### config.mk
export PLATFORM = sky130hd
export DESIGN_NAME = hazard_ctrl_flat
export DESIGN_NICKNAME = d
export VERILOG_FILES = /design/src/rtl/hazard_ctrl_if.sv /design/src/rtl/hazard_ctrl.sv /design/src/flat_wrapper.sv
export SDC_FILE = /design/constraint.sdc
export NUM_CORES = 1
export LEC_CHECK = 0
export BUFFER_PORTS_ARGS = -buffer_cell sky130_fd_sc_hd__buf_4
export CAP_MARGIN = 20
export CORE_AREA = 4 4 44 46
export CTS_CLUSTER_DIAMETER = 100
export DETAILED_ROUTE_END_ITERATION = 8
export DIE_AREA = 0 0 48 50
export GPL_TIMING_DRIVEN = 0
export HOLD_SLACK_MARGIN = 0.08
export PLACE_DENSITY = 0.73
export SYNTH_ARGS = -nofsm -noshare
export SYNTH_HDL_FRONTEND = slang
export SYNTH_SLANG_ARGS = --single-unit
### constraint.sdc
create_clock -name clk -period 1.9 [get_ports clk]
set_input_delay 0.38 -clock clk [delete_from_list [all_inputs] [get_ports clk]]
set_output_delay 0.38 -clock clk [all_outputs]
set_load 0.1 [all_outputs]
### src/rtl/hazard_ctrl_if.sv
// -----------------------------------------------------------------------------
// hazard_ctrl_if
//
// Purpose:
//   Groups the signals exchanged between the pipeline datapath and the
//   stall/flush scheduler (hazard_ctrl).
//
// Signal summary:
//   Hazard inputs (driven by the pipeline, read by hazard_ctrl):
//     idexMemRdEnable   instruction in EX is a load
//     idexRDOut[4:0]    destination register of instruction in EX
//     ifidRSOut[4:0]    rs of instruction in ID
//     ifidRTOut[4:0]    rt of instruction in ID
//     ifidUseRS         instruction in ID reads rs
//     ifidUseRT         instruction in ID reads rt
//     exBrTaken         branch/jump in EX resolved taken
//     exMdStart         instruction in EX is a mul/div
//   Pipeline controls (driven by hazard_ctrl, read by the pipeline):
//     pcWrEnable        PC update enable
//     ifidWrEnable      IF/ID load enable
//     ifidFlush         IF/ID loads NOP
//     idexWrEnable      ID/EX load enable
//     idexBubble        ID/EX loads NOP
//     exmemBubble       EX/MEM loads NOP
//     mdBusy            mul/div sequence in progress
//     mdDone            mul/div result valid, one cycle
//
// Modports:
//   master  pipeline side (drives hazard inputs, receives controls)
//   slave   hazard_ctrl side
// -----------------------------------------------------------------------------
interface hazard_ctrl_if;

  // Hazard inputs
  logic       idexMemRdEnable;
  logic [4:0] idexRDOut;
  logic [4:0] ifidRSOut;
  logic [4:0] ifidRTOut;
  logic       ifidUseRS;
  logic       ifidUseRT;
  logic       exBrTaken;
  logic       exMdStart;

  // Pipeline controls
  logic       pcWrEnable;
  logic       ifidWrEnable;
  logic       ifidFlush;
  logic       idexWrEnable;
  logic       idexBubble;
  logic       exmemBubble;
  logic       mdBusy;
  logic       mdDone;

  modport master (
    output idexMemRdEnable, idexRDOut, ifidRSOut, ifidRTOut,
           ifidUseRS, ifidUseRT, exBrTaken, exMdStart,
    input  pcWrEnable, ifidWrEnable, ifidFlush, idexWrEnable,
           idexBubble, exmemBubble, mdBusy, mdDone
  );

  modport slave (
    input  idexMemRdEnable, idexRDOut, ifidRSOut, ifidRTOut,
           ifidUseRS, ifidUseRT, exBrTaken, exMdStart,
    output pcWrEnable, ifidWrEnable, ifidFlush, idexWrEnable,
           idexBubble, exmemBubble, mdBusy, mdDone
  );

endinterface : hazard_ctrl_if

### src/rtl/hazard_ctrl.sv
// -----------------------------------------------------------------------------
// hazard_ctrl
//
// Purpose:
//   Stall/flush scheduler for the 5-stage core. Sits beside the forwarding
//   unit and resolves the hazards forwarding cannot cover:
//     - load-use: a load in EX whose destination is read by the ID
//       instruction -> one-cycle stall of PC and IF/ID, bubble into ID/EX.
//     - multi-cycle mul/div in EX -> whole front end frozen for MD_LATENCY
//       cycles, bubbles into EX/MEM, then a one-cycle mdDone.
//     - taken branch in EX -> IF/ID flushed and bubble into ID/EX.
//   Priority, highest first: mul/div stall > branch flush > load-use.
//
// Parameters:
//   MD_LATENCY  total stalled cycles for a mul/div in EX (2..15)
//   CNT_WIDTH   countdown counter width; must hold MD_LATENCY-2
//
// Ports:
//   clk    rising-edge clock
//   rst    asynchronous active-low reset
//   hz     hazard_ctrl_if.slave (hazard inputs, pipeline controls)
//   luStallCount[31:0], mdStallCount[31:0]
//          saturating performance counters, present only when the
//          HAZARD_PERF_CNT_EN macro is defined
//
// Outputs are combinational from the FSM state and the current inputs; the
// FSM state and the countdown counter (plus the optional perf counters) are
// the only storage.
// -----------------------------------------------------------------------------
module hazard_ctrl #(
  parameter int MD_LATENCY = 8,
  parameter int CNT_WIDTH  = 4
) (
  input  logic         clk,
  input  logic         rst,
  hazard_ctrl_if.slave hz
`ifdef HAZARD_PERF_CNT_EN
  ,
  output logic [31:0]  luStallCount,
  output logic [31:0]  mdStallCount
`endif
);

  // ---------------------------------------------------------------------------
  // Mul/div sequencer state
  // ---------------------------------------------------------------------------
  typedef enum logic [1:0] {
    IDLE = 2'd0,
    BUSY = 2'd1,
    DONE = 2'd2
  } mdState_t;

  localparam logic [CNT_WIDTH-1:0] MD_LOAD = CNT_WIDTH'(MD_LATENCY - 2);

  mdState_t             mdState;
  logic [CNT_WIDTH-1:0] mdCount;

  // ---------------------------------------------------------------------------
  // Hazard detection
  // ---------------------------------------------------------------------------
  logic rsHit;
  logic rtHit;
  logic loadUse;   // raw load-use condition, before priority
  logic mdStart;   // new mul/div accepted this cycle (IDLE only)
  logic mdStall;   // front end frozen by the mul/div sequencer
  logic luStall;   // load-use stall that actually takes effect

  // Register 0 is hard-wired zero, so a load targeting it never creates a
  // dependency.
  assign rsHit   = hz.ifidUseRS && (hz.ifidRSOut == hz.idexRDOut);
  assign rtHit   = hz.ifidUseRT && (hz.ifidRTOut == hz.idexRDOut);
  assign loadUse = hz.idexMemRdEnable && (hz.idexRDOut != 5'd0) && (rsHit || rtHit);

  // exMdStart is only meaningful in IDLE: while BUSY/DONE the same mul/div is
  // still sitting in EX and must not restart the sequence.
  assign mdStart = (mdState == IDLE) && hz.exMdStart;
  assign mdStall = mdStart || (mdState == BUSY);

  // A taken branch squashes the ID instruction anyway, so the load-use stall
  // it would have needed is pointless; the mul/div freeze beats both.
  assign luStall = loadUse && !mdStall && !hz.exBrTaken;

  // ---------------------------------------------------------------------------
  // Pipeline control outputs
  // ---------------------------------------------------------------------------
  always_comb begin
    // NOTE: every output gets a default before any branch so no path leaves
    // it unassigned; that is what keeps this block free of inferred latches.
    hz.pcWrEnable   = 1'b1;
    hz.ifidWrEnable = 1'b1;
    hz.idexWrEnable = 1'b1;
    hz.ifidFlush    = 1'b0;
    hz.idexBubble   = 1'b0;
    hz.exmemBubble  = 1'b0;
    hz.mdBusy       = 1'b0;
    hz.mdDone       = 1'b0;

    // While reset is asserted the defaults hold regardless of the inputs.
    if (rst) begin
      if (mdStall) begin
        // Freeze PC, IF/ID and ID/EX; EX/MEM receives bubbles while the
        // mul/div occupies EX.
        hz.pcWrEnable   = 1'b0;
        hz.ifidWrEnable = 1'b0;
        hz.idexWrEnable = 1'b0;
        hz.exmemBubble  = 1'b1;
        hz.mdBusy       = 1'b1;
      end else begin
        hz.mdDone = (mdState == DONE);
        if (hz.exBrTaken) begin
          // Wrong-path instructions in IF and ID are squashed; fetch keeps
          // going from the branch target.
          hz.ifidFlush  = 1'b1;
          hz.idexBubble = 1'b1;
        end else if (luStall) begin
          // Hold the dependent instruction in ID for one cycle; the load
          // leaves EX at the next edge and forwarding covers it from MEM.
          hz.pcWrEnable   = 1'b0;
          hz.ifidWrEnable = 1'b0;
          hz.idexBubble   = 1'b1;
        end
      end
    end
  end

  // ---------------------------------------------------------------------------
  // Mul/div FSM
  //
  // Timeline for MD_LATENCY = N: start cycle (IDLE, stall) loads N-2, then
  // BUSY counts N-2 .. 0 (N-1 more stall cycles), then one DONE cycle.
  // That gives N stalled cycles and mdDone exactly N cycles after start.
  // ---------------------------------------------------------------------------
  always_ff @(posedge clk or negedge rst) begin
    if (!rst) begin
      mdState <= IDLE;
      mdCount <= '0;
    end else begin
      // NOTE: state registers use non-blocking assignments so every flop
      // samples the pre-edge values, independent of statement order.
      case (mdState)
        IDLE: begin
          if (hz.exMdStart) begin
            mdState <= BUSY;
            mdCount <= MD_LOAD;
          end
        end
        BUSY: begin
          if (mdCount == '0) begin
            mdState <= DONE;
          end else begin
            mdCount <= mdCount - CNT_WIDTH'(1);
          end
        end
        DONE: begin
          mdState <= IDLE;
        end
        default: begin
          mdState <= IDLE;
          mdCount <= '0;
        end
      endcase
    end
  end

`ifdef HAZARD_PERF_CNT_EN
  // ---------------------------------------------------------------------------
  // Saturating stall counters: they stick at all-ones rather than wrap so a
  // long run never reports a misleadingly small number.
  // ---------------------------------------------------------------------------
  always_ff @(posedge clk or negedge rst) begin
    if (!rst) begin
      luStallCount <= '0;
      mdStallCount <= '0;
    end else begin
      if (luStall && (luStallCount != '1)) begin
        luStallCount <= luStallCount + 32'd1;
      end
      if (mdStall && (mdStallCount != '1)) begin
        mdStallCount <= mdStallCount + 32'd1;
      end
    end
  end
`endif

endmodule : hazard_ctrl

### src/flat_wrapper.sv
// flat-port wrapper written by rule: the top's interface ports become plain ports
module hazard_ctrl_flat 
#(
  parameter int MD_LATENCY = 8,
  parameter int CNT_WIDTH  = 4
)
  (clk, rst, hz_idexMemRdEnable, hz_idexRDOut, hz_ifidRSOut, hz_ifidRTOut, hz_ifidUseRS, hz_ifidUseRT, hz_exBrTaken, hz_exMdStart, hz_pcWrEnable, hz_ifidWrEnable, hz_ifidFlush, hz_idexWrEnable, hz_idexBubble, hz_exmemBubble, hz_mdBusy, hz_mdDone);
  hazard_ctrl_if hz_i ();
  input  logic clk;
  input  logic rst;
  input wire logic [$bits(hz_i.idexMemRdEnable)-1:0] hz_idexMemRdEnable;
  input wire logic [$bits(hz_i.idexRDOut)-1:0] hz_idexRDOut;
  input wire logic [$bits(hz_i.ifidRSOut)-1:0] hz_ifidRSOut;
  input wire logic [$bits(hz_i.ifidRTOut)-1:0] hz_ifidRTOut;
  input wire logic [$bits(hz_i.ifidUseRS)-1:0] hz_ifidUseRS;
  input wire logic [$bits(hz_i.ifidUseRT)-1:0] hz_ifidUseRT;
  input wire logic [$bits(hz_i.exBrTaken)-1:0] hz_exBrTaken;
  input wire logic [$bits(hz_i.exMdStart)-1:0] hz_exMdStart;
  output wire logic [$bits(hz_i.pcWrEnable)-1:0] hz_pcWrEnable;
  output wire logic [$bits(hz_i.ifidWrEnable)-1:0] hz_ifidWrEnable;
  output wire logic [$bits(hz_i.ifidFlush)-1:0] hz_ifidFlush;
  output wire logic [$bits(hz_i.idexWrEnable)-1:0] hz_idexWrEnable;
  output wire logic [$bits(hz_i.idexBubble)-1:0] hz_idexBubble;
  output wire logic [$bits(hz_i.exmemBubble)-1:0] hz_exmemBubble;
  output wire logic [$bits(hz_i.mdBusy)-1:0] hz_mdBusy;
  output wire logic [$bits(hz_i.mdDone)-1:0] hz_mdDone;
  assign hz_i.idexMemRdEnable = hz_idexMemRdEnable;
  assign hz_i.idexRDOut = hz_idexRDOut;
  assign hz_i.ifidRSOut = hz_ifidRSOut;
  assign hz_i.ifidRTOut = hz_ifidRTOut;
  assign hz_i.ifidUseRS = hz_ifidUseRS;
  assign hz_i.ifidUseRT = hz_ifidUseRT;
  assign hz_i.exBrTaken = hz_exBrTaken;
  assign hz_i.exMdStart = hz_exMdStart;
  assign hz_pcWrEnable = hz_i.pcWrEnable;
  assign hz_ifidWrEnable = hz_i.ifidWrEnable;
  assign hz_ifidFlush = hz_i.ifidFlush;
  assign hz_idexWrEnable = hz_i.idexWrEnable;
  assign hz_idexBubble = hz_i.idexBubble;
  assign hz_exmemBubble = hz_i.exmemBubble;
  assign hz_mdBusy = hz_i.mdBusy;
  assign hz_mdDone = hz_i.mdDone;
  hazard_ctrl #(.MD_LATENCY(MD_LATENCY), .CNT_WIDTH(CNT_WIDTH)) u_core (.clk(clk), .rst(rst), .hz(hz_i));
endmodule
==> impl_metrics.py, run 1 <==
metrics = {
    "status": {
        "status": "finished with violations",
        "failed_checks": "negative setup slack",
    },
    "worst_setup_path": {
        "start_kind": "primary input",
        "reg2reg_from": "u_core.mdCount[0]",
        "critPathKind": "in -> out",
        "cp.required_ns": 1.52,
        "worstPathArrival_ns": 1.85,
        "startpoint": "hz_ifidRTOut[2]",
        "cp_max_fo": 2,
        "worst_setup_path_end_kind": "output port",
    },
    "hold_path": {
        "min-delay-start": "hz_exMdStart",
        "min_path_type": "in -> reg",
    },
    "power": {
        "ir_drop_mv": 0.960,
        "pwr_density_cell_nw_per_um2": 1300,
        "p_leak_nw": 0.431,
    },
    "sta": {
        "period_share_pct": 118,
        "fin_ws_ns": -0.334,
        "clock-skew-final_ns": 0.00274,
        "fmax_ghz": 0.448,
        "fin_crit_ns": 2.23,
        "setup_viol": 3,
        "worst_pin_slew_ns": 0.481,
        "slew_headroom_pct": 67.9,
        "final_max_slew_viol_count": 0,
        "rsz0062_at_grt": "true",
        "hold_viol_final": 0,
    },
    "placed_design": {
        "dp_hpwl_um": 1170,
        "placed_area_sq_um": 831,
        "dp.cells": 109,
        "port_buffers": 29,
        "gp_congestion": 0.852,
    },
    "logic_synthesis": {
        "ys_types": 26,
        "synth-seq-cells": 6,
        "synth_top_area_share_pct": 28.6,
        "synth_edf_count": 0,
        "yosysSeqAreaShare_pct": 28.6,
        "synth-main-ff-cell": "dfrtp_1",
        "synth.area.top_cells": "dfrtp_1, xor2_1, o21ai_0, xnor2_1, inv_1",
        "yosys_warnings": 0,
        "syn_nets": 88,
        "netlist_area_sq_um": 526,
        "avgSynthCellArea_sq_um": 8.21,
        "postSynthCellCount": 64,
        "synth_top_cell_by_area": "dfrtp_1",
        "synthArstFlopShare_pct": 100,
    },
    "floorplanning": {
        "rows": 14,
        "die_h_um": 50,
        "die_w_um": 48,
        "core_sq_um": 1510,
        "io_pins": 30,
        "die_area_sq_um": 2400,
        "start_util_pct": 34.9,
    },
    "clocking": {
        "worstSkewPairLatency_ns": 0.25,
        "clock_sinks": 6,
        "cts_tree": "built",
        "clk_pin_slew_ns": 0.05,
        "cts_made_buffers": 3,
        "cts-root-buf": "clkbuf_4",
        "cts.path.max_buffers": 2,
        "htree_num_levels": 1,
    },
    "global_routing": {
        "track_usage_pct": 13.1,
        "overflow": 0,
        "grt_pass1_wl_um": 2280,
        "grt_max_degree": 11,
        "antenna_found_initial": 0,
        "grt_pass1_vias": 559,
    },
    "finish": {
        "stdcell_area_sq_um": 943,
        "nNetsFinal": 124,
        "syn_to_final_growth_pct": 79.5,
        "final_util_pct": 62.6,
        "drive_gt1_share_pct": 49.0,
        "fin_cells": 114,
        "n_antenna_cell": 0,
    },
    "run": {
        "drv_cap": 0,
    },
    "route": {
        "wl_per_cell_um": 12.5,
        "via_per_inst": 5.02,
        "drtIter0Drc": 8,
        "drc": 0,
        "first_pass_iters": 4,
        "drtAntennaViolNets": 0,
        "num_vias": 572,
        "wirelength_um": 1430,
    },
}
per-layer routing:
layer	vias up	global-route usage, %	routed length (um)
li1	287	-	-
met1	252	15.7	518
met2	30	20.7	681
met3	3	5.09	205
met4	0	4.04	23
met5	-	0	0
logic make-up (layout without fill, tap and decap cells):
| logic type | count (synthesis) | after routing | synth area share (%) |
|---|---|---|---|
| adders and majority gates | 2 | 2 | 4.76 |
| AOI/OAI and AO/OA | 15 | 15 | 18.1 |
| xor gates and xnor gates | 12 | 12 | 20.0 |
| DFF | 6 | 6 | 28.6 |
| buffers and inverters | 11 | 45 | 9.28 |
| and+or+nand+nor | 18 | 18 | 19.3 |
layout by cell type (no fill, tap or decap), drive strengths merged:
cell and n:
a21oi 2, a31oi 1, a32oi 1, a41oi 1, and2 1, buf 32
clkbuf 4, clkinvlp 1, dfrtp 6, dlygate4sd3 1, ha 2, inv 7
nand2 6, nand3 1, nor2 2, nor2b 1, nor3 1, nor3b 1
nor4 3, o21ai 7, o21bai 1, o31ai 1, o41a 1, or3b 1
or4 1, xnor2 4, xor2 8
cell type report:
class,count,area (sq um)
timing repair buffer,31,279
inverter,8,33.8
tap,16,20.0
sequential,6,150
clock buffer,3,22.5
fill,117,563
buffer,3,35.0
multi-input combinational,47,403
synth_stat cells (2+ instances only):
| cell | number |
|---|---|
| xor2_1 | 8 |
| o21ai_0 | 7 |
| nor2_1 | 2 |
| nand2_1 | 6 |
| dfrtp_1 | 6 |
| ha_1 | 2 |
| a21oi_1 | 2 |
| buf_4 | 2 |
| xnor2_1 | 4 |
| inv_1 | 8 |
| nor4_1 | 2 |
stage by stage:
step                setup WS [ns]  power [mW]  setup TNS, ns  hold WS, ns
global route               -0.381        1.31          -1.12        0.509
finish                     -0.334        1.23         -0.847        0.457
detailed placement         -0.514        1.06          -1.20        0.204
global placement           -0.521        1.05          -1.23        0.204
CTS                        -0.388        1.23         -0.967        0.461
floorplan                  -0.924       0.894          -2.50       0.0844
worst max-delay path, cell delays in order:
cell,delay [ns]
buf_6,0.09
xor2_2,0.16
nor4_2,0.30
a32oi_2,0.16
o41a_4,0.46
buf_12,0.13
buf_12,0.15
power by group:
part / switching (mW) / internal (mW) / total, mW
Clock: 0.0509 / 0.0718 / 0.123
Combinational: 0.545 / 0.319 / 0.864
Sequential: 0.0513 / 0.190 / 0.242
sequential cells by signal, summed over array words and instances (netlist names):
signal / cells
u_core.mdCount: 4
u_core.mdState: 2
path summary, 6_finish.rpt:
kind | end | slack, ns | cells after the start
hold reg to reg | u_core.mdCount[0] | 0.52 | 2
min in group asynchronous | u_core.mdCount[2] | 0.56 | 2
hold / removal | u_core.mdState[0] | 0.46 | 3
setup reg to reg | u_core.mdCount[2] | 0.31 | 5
max in group asynchronous | u_core.mdCount[0] | 1.12 | 2
setup / recovery | hz_pcWrEnable | -0.33 | 7
repair_timing:
action	4_1_cts	5_1_grt
gates resized for setup	13	3
setup endpoints to repair	4	4
setup buffers	1	0
pin swaps	5	4
hold endpoints to repair	6	0
hold buffers	1	0
No activity file was read; power rests on OpenSTA's default activity.
==> run 2, diff against run 1 <==
--- a/config.mk
+++ b/config.mk
@@ -5,15 +5,17 @@
 export SDC_FILE = /design/constraint.sdc
 export NUM_CORES = 1
 export LEC_CHECK = 0
+export ABC_AREA = 1
 export BUFFER_PORTS_ARGS = -buffer_cell sky130_fd_sc_hd__buf_4
 export CAP_MARGIN = 20
-export CORE_AREA = 4 4 44 46
+export CORE_AREA = 4 4 49 51
 export CTS_CLUSTER_DIAMETER = 100
 export DETAILED_ROUTE_END_ITERATION = 8
-export DIE_AREA = 0 0 48 50
+export DIE_AREA = 0 0 53 55
 export GPL_TIMING_DRIVEN = 0
 export HOLD_SLACK_MARGIN = 0.08
-export PLACE_DENSITY = 0.73
+export PLACE_DENSITY = 0.69
+export SLEW_MARGIN = 10
 export SYNTH_ARGS = -nofsm -noshare
 export SYNTH_HDL_FRONTEND = slang
 export SYNTH_SLANG_ARGS = --single-unit
==> impl_metrics.py, run 2 <==
metrics = {
    "status": {
        "status": "complete, no violations",
    },
    "clocking": {
        "clock_sinks": 6,
        "cts_tree": "built",
        "worstSkewPairLatency_ns": 0.25,
        "htree_num_levels": 1,
        "cts.path.max_buffers": 2,
        "cts_made_buffers": 3,
        "cts-root-buf": "clkbuf_4",
        "clk_pin_slew_ns": 0.05,
    },
    "sta": {
        "period_share_pct": 98.1,
        "clock-skew-final_ns": 0.00619,
        "tns_ns": 0,
        "final_max_slew_viol_count": 0,
        "setup_viol": 0,
        "fin_crit_ns": 1.86,
        "hold_viol_final": 0,
        "rsz0062_at_grt": "true",
        "fmax_ghz": 0.536,
        "hold_ws_ns": 0.576,
        "fin_ws_ns": 0.0357,
        "slew_headroom_pct": 80.2,
        "worst_pin_slew_ns": 0.296,
    },
    "route": {
        "first_pass_iters": 4,
        "dr.max_layer_used": "met4",
        "wl_per_cell_um": 9.71,
        "drtIter0Drc": 5,
        "wl_met1_um": 684,
        "wirelength_um": 1660,
        "num_vias": 754,
        "met2_length_um": 807,
        "drtAntennaViolNets": 0,
        "wl_met3_um": 119,
        "drc": 0,
        "via_per_inst": 4.41,
    },
    "logic_synthesis": {
        "synthMostInstantiatedCell": "nand2_1",
        "synth-simple-area-share_pct": 42.9,
        "synth_top_cell_by_area": "dfrtp_1",
        "postSynthCellCount": 108,
        "synthAdderAreaFrac_pct": 3.81,
        "synth_xor_area_share_pct": 1.33,
        "netlist_area_sq_um": 657,
        "synth_top_family_by_area": "simple AND/OR/NAND/NOR gates",
        "synth.area.top_cells": "dfrtp_1, nand2_1, inv_1, nor2_1, nand3_1",
        "yosysSeqAreaShare_pct": 22.9,
        "ys_types": 22,
        "synth_top_area_share_pct": 22.9,
        "synth-main-ff-cell": "dfrtp_1",
        "synth-seq-cells": 6,
        "synth_edf_count": 0,
        "avgSynthCellArea_sq_um": 6.08,
        "synthMuxAreaShare_pct": 0,
        "yosys_warnings": 0,
        "synth-compound-area-share_pct": 11.6,
        "netlist_top_cells_count": "nand2_1, inv_1, nor2_1",
        "synthArstFlopShare_pct": 100,
        "syn_nets": 132,
    },
    "worst_setup_path": {
        "worst_setup_path_end_kind": "output port",
        "critPathKind": "reg -> out",
        "reg2regPathDepth": 8,
        "reg2reg_from": "u_core.mdCount[0]",
        "cp_max_fo": 3,
        "cp.required_ns": 1.52,
        "crit_end": "hz_pcWrEnable",
        "r2r_end": "u_core.mdCount[0]",
        "r2r_slack_ns": 0.49,
        "worstPathArrival_ns": 1.48,
        "start_kind": "flip-flop",
        "startpoint": "u_core.mdState[0]",
    },
    "finish": {
        "final_cell_mix": "nand2_1, buf_4, inv_1",
        "nNetsFinal": 170,
        "n_antenna_cell": 0,
        "top_regs": "u_core.mdCount: 4 flops, u_core.mdState: 2 flops",
        "stdcell_area_sq_um": 1020,
        "syn_to_final_growth_pct": 55.0,
        "top_register": "u_core.mdCount",
        "drive_gt1_share_pct": 39.6,
        "largest_reg_flops": 4,
        "fillCellCount": 209,
        "layout_commonest_cell": "nand2_1",
    },
    "power": {
        "power_frac_comb_pct": 71.8,
        "ir_drop_mv": 1.02,
        "p_int_uw": 568,
        "swShare_pct": 53.7,
        "clockPowerShare_pct": 9.9,
        "pwr_density_cell_nw_per_um2": 1200,
        "sequentialPowerShare_pct": 18.3,
        "p_switching_uw": 658,
        "p_leak_nw": 0.599,
    },
    "run": {
        "drv_cap": 0,
    },
    "hold_path": {
        "min_path_type": "in -> async",
    },
    "global_routing": {
        "grt_pass1_vias": 685,
        "track_usage_pct": 12.5,
        "grt_max_degree": 7,
        "antenna_found_initial": 0,
        "grt_pass1_wl_um": 2660,
        "overflow": 0,
    },
    "floorplanning": {
        "die_area_sq_um": 2920,
        "io_pins": 30,
        "start_util_pct": 33.8,
        "die_w_um": 53,
        "core_sq_um": 1940,
        "die_h_um": 55,
        "rows": 16,
    },
    "placed_design": {
        "placed_area_sq_um": 935,
        "dp_hpwl_um": 1370,
        "dp_slack_ns": -0.0108,
        "gp_congestion": 0.824,
        "port_buffers": 29,
    },
}
[run 2: final cells by class]
| cell class | instances | area [sq um] | area share [%] |
|---|---|---|---|
| multi-input cells | 74 | 425 | 41.8 |
| repair buffers | 33 | 267 | 26.2 |
| flip-flops and latches | 6 | 151 | 14.9 |
| inverters | 26 | 100 | 9.83 |
| well taps | 27 | 33.8 | 3.32 |
| clock buffers | 3 | 22.5 | 2.21 |
| plain buffers | 2 | 18.8 | 1.84 |
[run 2: repair_timing]
action	4_1_cts	5_1_grt
setup endpoints to repair	4	3
hold buffers	1	0
endpoints found under the hold margin	6	0
pin swaps	2	0
buffers inserted	3	0
resized for setup	6	3
[run 2: power groups by stage]
| stage | logic, mW | clock network (mW) | registers (mW) |
|---|---|---|---|
| 3_5_place_dp | 0.804 | 0 | 0.235 |
| 6_report | 0.881 | 0.121 | 0.224 |
| 2_1_floorplan | 0.654 | 0 | 0.226 |
| 5_1_grt | 0.951 | 0.133 | 0.233 |
| 3_3_place_gp | 0.792 | 0 | 0.233 |
| 4_1_cts | 0.879 | 0.126 | 0.224 |
[run 2: metrics by stage]
step | cells | power [mW] | utilization [%]
2_1_floorplan | 108 | 0.880 | -
3_3_place_gp | 164 | 1.02 | 48.1
3_5_place_dp | 164 | 1.04 | 48.1
4_1_cts | 171 | 1.23 | 52.1
5_1_grt | 171 | 1.32 | 52.4
6_report | 171 | 1.23 | 52.4
[run 2: critical path, cell delays in order (launching register included)]
cell	delay (ns)
dfrtp_2	0.42
o21ai_4	0.15
nand3_2	0.09
nor2_2	0.10
nand3_1	0.09
nand2_1	0.08
inv_2	0.04
buf_6	0.11
buf_12	0.15
[run 2: routing by layer]
metal,global-route usage [%],vias to the layer above
li1,-,395
met1,13.8,329
met2,21.5,23
met3,2.41,7
met4,9.36,0
met5,0,-
[run 2: cells by family after synthesis]
family,count (synthesis)
AND/OR/NAND/NOR,61
buffers and inverters,28
AO/OA/AOI/OAI,10
flip-flops,6
adder cells (fa/ha/maj),2
XOR/XNOR,1
[run 2: how the worst min path moves through the flow]
stage | from | to | cells after the start
2_1_floorplan | rst | u_core.mdCount[0] | 0
3_3_place_gp | rst | u_core.mdCount[1] | 1
3_5_place_dp | rst | u_core.mdState[1] | 1
4_1_cts | u_core.mdCount[1] | u_core.mdCount[1] | 2
5_1_grt | rst | u_core.mdCount[2] | 2
6_report | rst | u_core.mdState[1] | 2
